File: src/rtl/dmem_mmio_responder.sv
// Data-memory port responder: forwards RAM-region accesses to the synchronous
// data RAM and serves the top 256-byte page with a timer and a console TX FIFO.
module dmem_mmio_responder #(
  parameter int unsigned RAM_ADDR_BITS = 12,
  parameter int unsigned TX_DEPTH      = 8
) (
  input  logic                     clock,
  input  logic                     reset,
  input  logic [31:0]              address_dmem,
  input  logic [31:0]              data,
  input  logic                     wren,
  output logic [31:0]              q_dmem,
  output logic [RAM_ADDR_BITS-1:0] ram_addr,
  output logic [31:0]              ram_data,
  output logic                     ram_wren,
  input  logic [31:0]              ram_q,
  output logic [7:0]               tx_data,
  output logic                     tx_valid,
  input  logic                     tx_ready,
  output logic                     irq
);

  localparam int unsigned PW = (TX_DEPTH > 1) ? $clog2(TX_DEPTH) : 1;
  localparam int unsigned CW = PW + 1;

  localparam logic [7:0] OFF_COUNT  = 8'hF0;
  localparam logic [7:0] OFF_CMP    = 8'hF4;
  localparam logic [7:0] OFF_STATUS = 8'hF8;
  localparam logic [7:0] OFF_TXDATA = 8'hFC;

  logic          w_mmio;
  logic [7:0]    w_off;
  logic          w_wr_count;
  logic          w_wr_cmp;
  logic          w_wr_status;
  logic          w_push_req;
  logic          w_pop;
  logic          w_push;
  logic          w_full;
  logic          w_empty;
  logic          w_match_cond;
  logic [31:0]   w_status;
  logic [31:0]   w_rdata;

  logic [31:0]   r_count;
  logic [31:0]   r_cmp;
  logic          r_match;
  logic          r_ovf;
  logic [PW-1:0] r_rd_ptr;
  logic [PW-1:0] r_wr_ptr;
  logic [CW-1:0] r_cnt;
  logic          r_sel_mmio;
  logic [31:0]   r_rdata;
  logic [7:0]    r_mem [TX_DEPTH];

  // Address decode and RAM passthrough; MMIO writes never reach the RAM.
  assign w_mmio   = (address_dmem[31:8] == 24'hFFFFFF);
  assign w_off    = address_dmem[7:0];
  assign ram_addr = address_dmem[RAM_ADDR_BITS-1:0];
  assign ram_data = data;
  assign ram_wren = wren && !w_mmio;

  assign w_wr_count  = wren && w_mmio && (w_off == OFF_COUNT);
  assign w_wr_cmp    = wren && w_mmio && (w_off == OFF_CMP);
  assign w_wr_status = wren && w_mmio && (w_off == OFF_STATUS);
  assign w_push_req  = wren && w_mmio && (w_off == OFF_TXDATA);

  assign w_full       = (r_cnt == CW'(TX_DEPTH));
  assign w_empty      = (r_cnt == '0);
  assign w_pop        = !w_empty && tx_ready;
  assign w_push       = w_push_req && (!w_full || w_pop);
  assign w_match_cond = (r_cmp != '0) && (r_count == r_cmp);

  assign w_status = {16'h0000, 8'(r_cnt), 4'h0, r_ovf, w_empty, w_full, r_match};

  // Local read mux, sampled from pre-edge register values.
  always_comb begin
    w_rdata = '0;
    case (w_off)
      OFF_COUNT:  w_rdata = r_count;
      OFF_CMP:    w_rdata = r_cmp;
      OFF_STATUS: w_rdata = w_status;
      default:    w_rdata = '0;
    endcase
  end

  always_ff @(posedge clock or negedge reset) begin
    if (!reset) begin
      r_count    <= '0;
      r_cmp      <= '0;
      r_match    <= 1'b0;
      r_ovf      <= 1'b0;
      r_rd_ptr   <= '0;
      r_wr_ptr   <= '0;
      r_cnt      <= '0;
      r_sel_mmio <= 1'b0;
      r_rdata    <= '0;
    end else begin
      r_sel_mmio <= w_mmio;
      r_rdata    <= w_rdata;
      r_count    <= w_wr_count ? data : r_count + 32'd1;
      if (w_wr_cmp) begin
        r_cmp <= data;
      end
      // Sticky flags: a coincident set beats a clear.
      if (w_match_cond) begin
        r_match <= 1'b1;
      end else if (w_wr_status && data[0]) begin
        r_match <= 1'b0;
      end
      if (w_push_req && !w_push) begin
        r_ovf <= 1'b1;
      end else if (w_wr_status && data[3]) begin
        r_ovf <= 1'b0;
      end
      if (w_pop) begin
        r_rd_ptr <= r_rd_ptr + PW'(1);
      end
      if (w_push) begin
        r_wr_ptr <= r_wr_ptr + PW'(1);
      end
      case ({w_push, w_pop})
        2'b10:   r_cnt <= r_cnt + CW'(1);
        2'b01:   r_cnt <= r_cnt - CW'(1);
        default: r_cnt <= r_cnt;
      endcase
    end
  end

  // FIFO storage is not reset; only the pointers define its contents.
  always_ff @(posedge clock) begin
    if (w_push) begin
      r_mem[r_wr_ptr] <= data[7:0];
    end
  end

  assign q_dmem   = r_sel_mmio ? r_rdata : ram_q;
  assign tx_data  = r_mem[r_rd_ptr];
  assign tx_valid = !w_empty;
  assign irq      = r_match;

endmodule
File: config.mk
export PLATFORM = sky130hd
export DESIGN_NAME = dmem_mmio_responder
export DESIGN_NICKNAME = d
export VERILOG_FILES = /design/src/rtl/dmem_mmio_responder.sv
export SDC_FILE = /design/constraint.sdc
export NUM_CORES = 1
export LEC_CHECK = 0
export CORE_MARGIN = 2
export CORE_UTILIZATION = 35
export CTS_CLUSTER_DIAMETER = 100
export DETAILED_ROUTE_END_ITERATION = 7
export HOLD_SLACK_MARGIN = 0.02
export SYNTH_ARGS = -nofsm -noshare
export SYNTH_HDL_FRONTEND = slang
export SYNTH_SLANG_ARGS = --single-unit
export TNS_END_PERCENT = 30
File: constraint.sdc
create_clock -name clock -period 7.04 [get_ports clock]
set_input_delay 1.056 -clock clock [delete_from_list [all_inputs] [get_ports clock]]
set_output_delay 1.056 -clock clock [all_outputs]
set_load 0.05 [all_outputs]
* Word-level counts from Yosys, hierarchy flattened *
Memory sizes are Yosys's and may differ from the RTL's.
Cells that the tools add are included.

cells by class
  $add $sub $neg = 5
  equality and inequality tests = 9
  muxes and demuxes = 10
  reduce and logical (&&, ||, !) cells = 22

operator list
  kind                                                 count
  one-hot mux 32 bit (3 select lines)                  1
  2-to-1 mux 32 bit                                    2
  adder 32 x 1 -> 32 bit, second input constant        1
  equality test 32 bit                                 1
  equality test 8 bit, second input constant           4
  nonzero test 32 bit                                  1
  equality test 24 bit, second input constant          1
  logical AND 1 bit                                    12
  one-hot mux 4 bit (2 select lines)                   1
  adder 3 x 1 -> 3 bit, second input constant          2
  2-to-1 mux 1 bit                                     6
  nonzero test 2 bit                                   3
  adder 4 x 1 -> 4 bit, second input constant          1
  equality test 4 bit, second input constant           1
  zero test 1 bit                                      4
  zero test 4 bit                                      1
  subtractor 4 x 1 -> 4 bit, second input constant     1
  equality test 2 x 1 -> 1 bit, second input constant  1
  equality test 2 bit, second input constant           1
  logical OR 1 bit                                     1

word-level totals
  bits in registers = 109
  RAM bits = 64
  input bits = 100
  output and inout port bits = 87
  logic and storage cells = 56
  memories kept = 1

memory list
  name   depth  width  read ports  clocked after memory_dff  wr ports  line  source
  r_mem  8      8      1           0                         1         54    logic [7:0] r_mem [TX_DEPTH];

* Longest topological paths before layout *
  depth in word-level cells = 8
  gate-level depth with buffers = 12
  mapped depth without buffers = 11

* Worst setup path after synthesis *
Ideal clock, no wire load.

  path type = input to register
  from = input address_dmem[28]
  to = register r_cnt[3]
  library setup time = 0.138 ns
  data arrival time = 3.228 ns
  data required time = 6.902 ns
  slack = 3.675 ns
  cell stages on the path = 12
  path buffers = 1
  cell sequence = nand4_1 -> nor4_2 -> and3_1 -> clkbuf_1 -> nand2b_1 -> inv_1 -> ha_1 -> nand3_1 -> and2_1 -> a31o_2 -> a221oi_2 -> o311ai_1

on the way
  word-level cells in the longest chain between the ends = 6
  elaborated cells between the ends (all ways) = 8
  those cells by class = eq/ne: 3; mux: 1; reduce/logical: 4

ends and longest elaborated chain
  item                                                                             line  source
  from (decl)                                                                      9     input logic [31:0] address_dmem,
  equality test 24 bit (*)                                                         57    assign w_mmio = (address_dmem[31:8] == 24'hFFFFFF);
  logical AND 1 bit (*) (2 in series)                                              66    assign w_push_req = wren && w_mmio && (w_off == OFF_TXDATA);
  logical AND 1 bit (*)                                                            71    assign w_push = w_push_req && (!w_full || w_pop);
  equality test 2 x 1 -> 1 bit / equality test 2 bit (equally long branches)       122   case ({w_push, w_pop})
  one-hot mux 4 bit (2 select lines) / nonzero test 2 bit (equally long branches)  n/a
  to (signal assigned)                                                             123   2'b10: r_cnt <= r_cnt + CW'(1);
  to (signal assigned)                                                             124   2'b01: r_cnt <= r_cnt - CW'(1);
  to (signal assigned)                                                             125   default: r_cnt <= r_cnt;
  to (decl)                                                                        51    logic [CW-1:0] r_cnt;

Mark *: on every way between the ends. The rest lies on a longest branch, timed or not.
A chain may end at the register's enable or synchronous reset.

* Worst setup path after layout *
  from = input address_dmem[27]
  to = output ram_wren

on the way
  word-level cells in the longest chain between the ends = 3

ends and longest elaborated chain
  item                  line  source
  equality test 24 bit  57
  via w_mmio            31    logic w_mmio;
  zero test 1 bit       61    assign ram_wren = wren && !w_mmio;
  logical AND 1 bit     61
  to (decl)             15    output logic ram_wren,

The timed path passes the listed nets, and every way through them passes these cells.

==> impl_metrics.toml <==
[power_and_ir_drop]
p_sw_frac = 0.321
p_int_uw = 1860
clock_power_share = 0.330
combPwrFrac = 0.258
p_leak_uw = 0.00453
p_seq_frac = 0.412
vdd_drop_max_mv = 0.218
powerDensity_nw_per_um2 = 244
switching_power_uw = 879

[worst_setup_path]
crit_type = "in -> out"
critPathMaxStageDelay_ns = 0.70
crit_fanout = 6
cp.required_ns = 5.98
cp-end-kind = "primary output"
slowest_stage = "clkdlybuf4s50_1"
critical_path.cell_chain = "clkdlybuf4s50_1 > nand4_1 > nor4_2 > and2_1 > nor2_1 > clkdlybuf4s50_1"
path_buf_inv = 2
cpLargestDelayFamily = "buffers and inverters"
critPathLaunchType = "input pin"
arrival_ns = 3.27
critPathMostFrequentCell = "clkdlybuf4s50_1"

[synth]
ys_types = 51
async_flop_share = 0.630
synth_cells = 690
ys_ff_latch = 173
syn_area_um2 = 8780
synth_edf_count = 64
synth_nets = 796
synth.avg_cell_area_um2 = 12.7
ys.flop_type = "dfrtp_1"
synth-warning-count = 0
ys_seq_area_frac = 0.529

[place]
io_buffers = 186
place_congestion = 0.861
place_hpwl_mm = 16.2
place_area_um2 = 10600

[global_routing]
grt_max_degree = 59
overflow = 0
grt_pass1_wl_mm = 35.2
groute.usage.overall = 0.176
antenna_found_initial = 1
grt_pass1_vias = 6044

[sta]
layout_min_cycle_time_ns = 4.32
worst_pin_slew_ns = 1.19
hold_violations = 0
finalSetupViolations = 0
slew-limit-headroom = 0.208
fin_setup_tns_ns = 0
finalMaxSlewViolations = 0
skew_ns = 0.00954
max_freq_ghz = 0.231
period_share = 0.614
rsz0062_at_grt = "false"

[clock_tree]
htreeDepth = 4
clk_latency_ns = 0.42
cts_tree = "done"
cts_hold_buffers = 0
path_clk_slew_ns = 0.07
cts_resized = 0
clock_path_buffers = 2
clockRootBuffer = "clkbuf_16"
cts-buffers-inserted = 17
numClockSinks = 173
post_cts_buffers = 0

[route]
drt-total-wl_mm = 22.7
vias = 5942
routedWlPerCell_um = 19.5
drc_errors = 0
drt_iter0_drc = 370
avgViaCountPerCell = 5.11
drt_pass1_iterations = 4
antenna_left = 0

[job]
cap_violations = 0

[status]
outcome = "completed"

[floorplanning]
die-area_um2 = 26400
initial_core_util = 0.359
die_w_um = 162
die_h_um = 162
placementRows = 57
boundaryPins = 187
core-area_um2 = 24500

[final_layout]
final_cell_mix = "clkdlybuf4s50_1 (185), dfrtp_1 (109), edfxtp_1 (64)"
fin_nets = 931
layout_commonest_cell = "clkdlybuf4s50_1"
drive_above_1_share = 0.175
final_area_um2 = 11200
area_growth_pct = 27.7
num_antenna_cells = 0

[hold_path]
hold_path.class = "reg -> reg"
flip-flops by register name (all words and copies together), names as in the netlist:
signal and count:
r_cnt 4, r_sel_mmio 1, r_rdata 32, r_ovf 1
r_count 32, irq 1, r_wr_ptr 3, r_cmp 32
r_rd_ptr 3, r_mem 64
through the flow:
stage	util	std cells	hold slack [ns]	worst slack, ns	power [uW]
2_1_floorplan	-	690	0.466	3.67	1620
3_3_place_gp	0.435	1130	0.461	2.73	1860
3_5_place_dp	0.435	1130	0.466	2.72	1860
4_1_cts	0.459	1162	0.478	2.72	2770
5_1_grt	0.459	1162	0.490	2.55	2850
6_report	0.459	1162	0.472	2.72	2740
power groups by stage:
stage | clock, uW | combinational (uW) | sequential [uW]
CTS | 925 | 717 | 1130
global route | 966 | 751 | 1130
global placement | 0 | 709 | 1150
finish | 905 | 706 | 1130
floorplan | 0 | 520 | 1100
detailed placement | 0 | 715 | 1150
logic make-up (layout without fill, tap and decap cells):
logic type	count (synthesis)	in the layout	synth area share
AND/OR/NAND/NOR	178	178	0.112
flip-flops	173	173	0.529
multiplexers	101	101	0.161
buffers and inverters	89	237	0.0606
AO/OA/AOI/OAI	76	76	0.0603
XOR/XNOR	67	67	0.0668
adder cells (fa/ha/maj)	6	6	0.00940
worst paths after layout:
check | start | endpoint | slack [ns] | cells past startpoint
setup / recovery | address_dmem[27] | ram_wren | 2.72 | 6
hold / removal | r_rd_ptr[0] | r_rd_ptr[0] | 0.47 | 1
setup reg to reg | r_cnt[2] | r_cnt[3] | 4.20 | 10
hold reg to reg | r_rd_ptr[0] | r_rd_ptr[0] | 0.47 | 1
max in group asynchronous | reset | r_cmp[17] | 5.21 | 2
min in group asynchronous | reset | r_rdata[21] | 0.66 | 1
layer usage:
layer,track usage,vias up,part of all wire
met5,0,-,0.00057
li1,-,2770,-
met4,0.0607,2,0.020
met1,0.245,2981,0.46
met2,0.280,157,0.48
met3,0.0306,32,0.039
cell type report:
| cell class | instances | area [um^2] |
|---|---|---|
| clock buffers | 17 | 425 |
| clock inverters | 15 | 151 |
| fillers | 2205 | 13200 |
| inverters | 8 | 30.0 |
| multi-input cells | 428 | 3610 |
| flip-flops and latches | 173 | 4650 |
| well taps | 324 | 405 |
| repair buffers | 197 | 1940 |
synthesized netlist by cell type, drive strengths merged, types with 2 or more instances:
master	instances	area, um^2
o21ai	2	10.0
and4	7	63.8
o22a	2	17.5
edfxtp	64	1920
or2	2	12.5
nor4	19	131
ha	5	62.6
mux2	75	957
xnor2	36	315
mux2i	10	100
nor2	55	206
a21oi	38	190
dfrtp	109	2730
nand4	22	153
nand3	19	100
xor2	31	272
mux4	16	360
and3	8	50.1
a22o	25	219
buf	57	412
inv	8	30.0
clkbuf	24	90.1
nand2	17	63.8
and2	5	31.3
nor3	13	65.1
nand2b	5	31.3
Note: power is estimated with default switching activity, not from simulation.
